File: config.mk
export PLATFORM = sky130hd
export DESIGN_NAME = uart_rx
export DESIGN_NICKNAME = d
export VERILOG_FILES = /design/src/rtl/uart_pkg.sv /design/src/rtl/uart_sync.sv /design/src/rtl/uart_rx.sv
export SDC_FILE = /design/constraint.sdc
export NUM_CORES = 1
export LEC_CHECK = 0
export CORE_ASPECT_RATIO = 1.1
export CORE_MARGIN = 2
export CORE_UTILIZATION = 35
export CTS_BUF_LIST = sky130_fd_sc_hd__clkbuf_8
export DETAILED_ROUTE_END_ITERATION = 8
export GPL_TIMING_DRIVEN = 0
export HOLD_SLACK_MARGIN = 0.12
export PLACE_DENSITY_LB_ADDON = 0.15
export SLEW_MARGIN = 10
export SYNTH_ARGS = -nofsm -noshare
export SYNTH_HDL_FRONTEND = slang
export SYNTH_HIERARCHICAL = 1
export SYNTH_SLANG_ARGS = --single-unit
File: constraint.sdc
create_clock -name clk -period 3.5 [get_ports clk]
set_clock_uncertainty 0.2 [all_clocks]
set_input_delay 0.7 -clock clk [delete_from_list [all_inputs] [get_ports clk]]
set_output_delay 0.7 -clock clk [all_outputs]
set_load 0.02 [all_outputs]
File: src/rtl/uart_pkg.sv
// Shared types and helpers for the UART receive path.
package uart_pkg;

   typedef enum logic [2:0] {
      IDLE,
      START,
      DATA,
      PARITY,
      STOP,
      BREAK_WAIT
   } uart_rx_state_t;

   typedef logic [1:0] uart_data_len_t;

   localparam logic UART_IDLE_LEVEL = 1'b1;

   // Data bit count for a data_len code: 00=5, 01=6, 10=7, 11=8.
   function automatic logic [3:0] len_to_bits(input uart_data_len_t len);
      return 4'd5 + {2'b00, len};
   endfunction

endpackage

File: src/rtl/uart_sync.sv
// Multi-stage synchroniser for asynchronous UART inputs; resets to the idle line level.
module uart_sync
   import uart_pkg::*;
#(
   parameter int STAGES = 2
) (
   input  logic clk,
   input  logic reset_n,
   input  logic d,
   output logic q
);

   logic [STAGES-1:0] sr;

   // NOTE: sequential state uses non-blocking assignments so every stage samples the pre-edge value.
   always_ff @(posedge clk or negedge reset_n) begin
      if (!reset_n) begin
         sr <= {STAGES{UART_IDLE_LEVEL}};
      end else begin
         sr[0] <= d;
         for (int i = 1; i < STAGES; i++) begin
            sr[i] <= sr[i-1];
         end
      end
   end

   assign q = sr[STAGES-1];

endmodule

File: src/rtl/uart_rx.sv
// UART receiver: 1 start, 5-8 data bits LSB first, optional parity, 1 stop bit.
// Parity support is compiled in with `define UART_RX_PARITY_EN.
module uart_rx
   import uart_pkg::*;
#(
   parameter int OVERSAMPLE  = 16,
   parameter int SYNC_STAGES = 2
) (
   input  logic                 clk,
   input  logic                 reset_n,
   input  logic                 tick,
   input  logic                 rx,
   input  uart_data_len_t       data_len,
   input  logic                 rx_ack,
`ifdef UART_RX_PARITY_EN
   input  logic                 parity_en,
   input  logic                 parity_odd,
`endif
   output logic [7:0]           rx_data,
   output logic                 rx_valid,
   output logic                 frame_error,
   output logic                 overrun_error,
`ifdef UART_RX_PARITY_EN
   output logic                 parity_error,
`endif
   output logic                 busy
);

   localparam int TW = $clog2(OVERSAMPLE);
   localparam logic [TW-1:0] T_MID = TW'(OVERSAMPLE / 2 - 1);
   localparam logic [TW-1:0] T_END = TW'(OVERSAMPLE - 1);

   uart_rx_state_t state;
   logic [TW-1:0]  tcnt;
   logic [2:0]     bcnt;
   uart_data_len_t len_q;
   logic [7:0]     shreg;
   logic [2:0]     last_bit;
   logic           rx_s;
`ifdef UART_RX_PARITY_EN
   logic           par_en_q;
   logic           par_odd_q;
   logic           par_bit;
`endif

   uart_sync #(.STAGES(SYNC_STAGES)) u_sync (
      .clk     (clk),
      .reset_n (reset_n),
      .d       (rx),
      .q       (rx_s)
   );

   assign last_bit = 3'(len_to_bits(len_q) - 4'd1);
   assign busy     = (state != IDLE);

   always_ff @(posedge clk or negedge reset_n) begin
      if (!reset_n) begin
         state         <= IDLE;
         tcnt          <= '0;
         bcnt          <= '0;
         len_q         <= '0;
         shreg         <= '0;
         rx_data       <= '0;
         rx_valid      <= 1'b0;
         frame_error   <= 1'b0;
         overrun_error <= 1'b0;
`ifdef UART_RX_PARITY_EN
         par_en_q      <= 1'b0;
         par_odd_q     <= 1'b0;
         par_bit       <= 1'b0;
         parity_error  <= 1'b0;
`endif
      end else begin
         // Acknowledge clears flags; a completion later in this block overrides it.
         if (rx_ack) begin
            rx_valid      <= 1'b0;
            frame_error   <= 1'b0;
            overrun_error <= 1'b0;
`ifdef UART_RX_PARITY_EN
            parity_error  <= 1'b0;
`endif
         end

         case (state)
            IDLE: begin
               if (rx_s != UART_IDLE_LEVEL) begin
                  state <= START;
                  tcnt  <= '0;
               end
            end

            START: begin
               if (tick) begin
                  if (tcnt == T_MID) begin
                     if (rx_s != UART_IDLE_LEVEL) begin
                        len_q <= data_len;
`ifdef UART_RX_PARITY_EN
                        par_en_q  <= parity_en;
                        par_odd_q <= parity_odd;
`endif
                        tcnt  <= '0;
                        bcnt  <= '0;
                        shreg <= '0;
                        state <= DATA;
                     end else begin
                        state <= IDLE;
                     end
                  end else begin
                     tcnt <= tcnt + TW'(1);
                  end
               end
            end

            DATA: begin
               if (tick) begin
                  if (tcnt == T_END) begin
                     shreg[bcnt] <= rx_s;
                     tcnt        <= '0;
                     bcnt        <= bcnt + 3'd1;
                     if (bcnt == last_bit) begin
`ifdef UART_RX_PARITY_EN
                        state <= par_en_q ? PARITY : STOP;
`else
                        state <= STOP;
`endif
                     end
                  end else begin
                     tcnt <= tcnt + TW'(1);
                  end
               end
            end

`ifdef UART_RX_PARITY_EN
            PARITY: begin
               if (tick) begin
                  if (tcnt == T_END) begin
                     par_bit <= rx_s;
                     tcnt    <= '0;
                     state   <= STOP;
                  end else begin
                     tcnt <= tcnt + TW'(1);
                  end
               end
            end
`endif

            STOP: begin
               if (tick) begin
                  if (tcnt == T_END) begin
                     tcnt          <= '0;
                     rx_data       <= shreg;
                     rx_valid      <= 1'b1;
                     frame_error   <= ~rx_s;
                     overrun_error <= ~rx_ack & (overrun_error | rx_valid);
`ifdef UART_RX_PARITY_EN
                     parity_error  <= par_en_q & ((^shreg ^ par_bit) != par_odd_q);
`endif
                     state         <= rx_s ? IDLE : BREAK_WAIT;
                  end else begin
                     tcnt <= tcnt + TW'(1);
                  end
               end
            end

            BREAK_WAIT: begin
               if (rx_s == UART_IDLE_LEVEL) begin
                  state <= IDLE;
               end
            end

            default: state <= IDLE;
         endcase
      end
   end

endmodule

==> impl_table.tex <==
\begin{tabular}{lr}
\hline
Metric & Value \\
\hline
\multicolumn{2}{l}{\textbf{Timing}} \\
Slew margin rel. & 0.514 \\
Worst-case hold slack & 158 ps \\
Final setup vio count & 0 \\
Hold Vio Cnt, Final & 0 \\
Final worst path period need & 3250 ps \\
Fin worst setup slack & 252 ps \\
Number of pins with negative max-slew slack in the final report & 0 \\
Max Clock Freq & 0.308 GHz \\
Fin crit share & 0.928 \\
Final total negative setup slack & 0 ps \\
Unrepaired setup endpoints after global routing & no \\
Transition time of the tightest slew-check pin & 729 ps \\
\multicolumn{2}{l}{\textbf{Yosys}} \\
Nets in the synthesized netlist & 178 \\
Synthesized-area fraction occupied by adder cells & 0.0142 \\
Area share of and/or/nand/nor cells after synthesis & 0.172 \\
Dominant cell by count in the synthesized netlist & dfrtp\_1 \\
Syn Inst Count & 169 \\
Synth cell count leaders & dfrtp\_1 (31), o21ai\_0 (18), nand2\_1 (14) \\
Primary flip-flop cell chosen by synthesis mapping & dfrtp\_1 \\
Synth Register Bits & 33 \\
Share of synthesized flip-flops with an asynchronous set or reset & 1.00 \\
Combined area of all synthesized cells & 1760 sq um \\
Multiplexer fraction of the synthesized cell area & 0.0698 \\
Sequential cell area fraction in the yosys report & 0.472 \\
Number of flops mapped to enable cells by yosys & 0 \\
Xor/xnor share of the synthesized area & 0.0150 \\
Combinational family with the most area after synthesis & compound AO/OA/AOI/OAI gates \\
Library cells used by synthesis & 43 \\
Portion of synthesized cell area occupied by the leading cell type & 0.442 \\
Complex-gate fraction of the synthesized area & 0.203 \\
Cell types occupying the most area after synthesis & dfrtp\_1 (44\%), mux2\_2 (6.4\%), o21ai\_0 (5.1\%), o211ai\_1 (3.4\%), dfstp\_2 (3.0\%) \\
Mean Syn Cell Area & 10.4 sq um \\
Number of warnings reported in the yosys synthesis log & 6 \\
Cell type contributing the most total cell area after synthesis & dfrtp\_1 \\
\multicolumn{2}{l}{\textbf{Final layout}} \\
Synthesis-to-layout area growth & 21.9\% \\
Total Nets Final & 203 \\
Ratio of cells with drive above 1 in the final layout & 0.185 \\
End-of-flow core utilization & 0.434 \\
Antenna diodes & 0 \\
Count of filler cells inserted in the layout & 490 \\
Area taken by multi-input logic gates & 832 sq um \\
Post-route cell area & 2140 sq um \\
Register area & 828 sq um \\
\multicolumn{2}{l}{\textbf{Setup path}} \\
Buf+Inv Stages, Crit Path & 4 \\
Cell-by-cell trace of the critical path & buf\_2 -> clkbuf\_1 -> clkbuf\_1 -> or3\_1 -> clkdlybuf4s50\_1 \\
Critical-path maximum fanout & 10 \\
WS Path Type & reg2out \\
Critical path capture point type & primary output \\
Gate family responsible for the most delay along the worst path & buffers and inverters \\
Most used cell along the critical path & clkbuf\_1 \\
Critical path arrival & 2350 ps \\
Worst-path cell with the longest stage delay & clkdlybuf4s50\_1 \\
Startpoint Class & register \\
Req. time, crit path & 2600 ps \\
Slowest stage delay, CP & 590 ps \\
\multicolumn{2}{l}{\textbf{Floorplan}} \\
Chip height & 78.3 um \\
Ports & 19 \\
Row count & 27 \\
Area of the die & 5600 sq um \\
Die Wd & 71.6 um \\
CORE AREA & 4930 sq um \\
Effective utilization at floorplan & 0.356 \\
\multicolumn{2}{l}{\textbf{CTS}} \\
Count of hold-fix buffers inserted at cts & 0 \\
Clock-pin slew on the worst setup and hold paths & 70 ps \\
Clock root buffer & clkbuf\_8 \\
Number of CTS-inserted buffers & 5 \\
Clock tree from TritonCTS & built \\
CTS-repair resized insts & 0 \\
Worst-case clock buffer depth & 2 \\
Latest clock arrival within the worst-skew pair & 290 ps \\
Post-CTS setup repair buffer count & 0 \\
Total clock sinks & 33 \\
Level count of the clock H-tree & 2 \\
\multicolumn{2}{l}{\textbf{GRT}} \\
Maximum number of pins on one net before global-route repair & 34 \\
Combined global-route utilization of all metal layers & 0.157 \\
Antenna violations before repair & 0 \\
Via count of the first global-routing pass & 1416 \\
Total global routing overflow & 0 \\
Wire length of the first global-routing pass & 7.01 mm \\
\multicolumn{2}{l}{\textbf{Routing}} \\
Total via count after detailed routing & 1412 \\
Pre-Repair DR Iteration Count & 4 \\
Detail Route Antenna Nets & 0 \\
Total wire length after detailed routing & 3.85 mm \\
DR WL/cell & 15.2 um \\
Iteration-0 DRC Markers & 52 \\
Via density per instance & 5.58 \\
DRC violation count after routing & 0 \\
\multicolumn{2}{l}{\textbf{Pwr}} \\
Leakage power & 0.902 nW \\
Power density normalized to cell area & 593 nW/um\^{}2 \\
Max rail drop VDD & 0.358 mV \\
\multicolumn{2}{l}{\textbf{Placement}} \\
Routability cong. & 0.864 \\
Estimated wirelength of the detail-placed design & 2.68 mm \\
Placement-stage cell area & 2000 sq um \\
Worst slack at placement & 552 ps \\
\# port buffers & 18 \\
\multicolumn{2}{l}{\textbf{Hold path}} \\
Path category of the worst min-delay check & reg2reg \\
\multicolumn{2}{l}{\textbf{Outcome}} \\
Run status & finished, final reports clean \\
\multicolumn{2}{l}{\textbf{Job}} \\
Number of max-cap violations & 0 \\
\hline
\end{tabular}
final timing paths:
check / start / end / slack, ps / cells after the start
worst max-delay path: state[2] / busy / 250 / 5
worst min-delay path: u_sync/sr[0] / u_sync/sr[1] / 160 / 0
worst max register to register: tcnt[0] / rx_data[1] / 1300 / 4
worst min register to register: u_sync/sr[0] / u_sync/sr[1] / 160 / 0
max in group asynchronous: reset_n / state[1] / 2360 / 1
min in group asynchronous: reset_n / rx_data[2] / 260 / 1
routing by layer:
metal | vias up | share of wire | global-route usage
met4 | 0 | 0.014 | 0.0604
met1 | 701 | 0.47 | 0.213
li1 | 675 | - | -
met5 | - | 0 | 0
met3 | 6 | 0.037 | 0.0334
met2 | 30 | 0.48 | 0.244
worst register-to-register path, cell delays in order, from the launching register on:
cell,delay [ps]
dfrtp_1,400
ha_1,340
nand4_4,190
nor3_2,560
mux2_2,410
logic make-up after synthesis:
group / Yosys count
flip-flops: 33
buffers and inverters: 18
multiplexers: 11
AND/OR/NAND/NOR: 50
AO/OA/AOI/OAI: 52
XOR/XNOR: 3
adder cells (fa/ha/maj): 2
power by group:
group / internal [mW] / switching [mW] / total (mW) / leakage [nW]
registers: 0.439 / 0.0642 / 0.503 / 0.417
clock network: 0.287 / 0.153 / 0.440 / 0.0687
logic: 0.131 / 0.198 / 0.329 / 0.416
total: 0.856 / 0.415 / 1.27 / 0.902
cells in the final DEF, fill, tap and decap left out, drive strengths merged, types with 2 or more instances in the layout:
| cell | n |
|---|---|
| buf | 9 |
| a211oi | 3 |
| o21ai | 18 |
| xor2 | 3 |
| nor3b | 2 |
| nand2b | 4 |
| bufinv | 2 |
| nor2 | 8 |
| a21oi | 2 |
| or3 | 3 |
| nand2 | 14 |
| o22ai | 2 |
| o31ai | 4 |
| nand3 | 7 |
| mux2 | 10 |
| clkbuf | 9 |
| dfstp | 2 |
| inv | 7 |
| nor3 | 2 |
| a31oi | 6 |
| dfrtp | 31 |
| and3b | 3 |
| clkdlybuf4s50 | 17 |
| o211ai | 8 |
| ha | 2 |
| o32ai | 2 |
through the flow:
stage / total power, mW / instances
after detailed placement: 0.838 / 245
final: 1.27 / 253
after global placement: 0.830 / 245
after CTS: 1.29 / 253
after global routing: 1.36 / 253
after floorplan: 0.742 / 169
state kept, by name, summed over array words and instances (netlist names):
name and count:
tcnt 4, len_q 2, rx_valid 1, state 3, overrun_error 1, bcnt 3
u_sync/sr 2, rx_data 8, frame_error 1, shreg 8
layout make-up:
| cell class | count | share of cell area |
|---|---|---|
| repair buffers | 18 | 0.0818 |
| flip-flops and latches | 33 | 0.387 |
| clock inverters | 3 | 0.0321 |
| multi-input cells | 118 | 0.388 |
| well taps | 58 | 0.0339 |
| clock buffers | 5 | 0.0321 |
| plain buffers | 12 | 0.0345 |
| inverters | 6 | 0.0105 |
(Power assumes the default switching activity.)
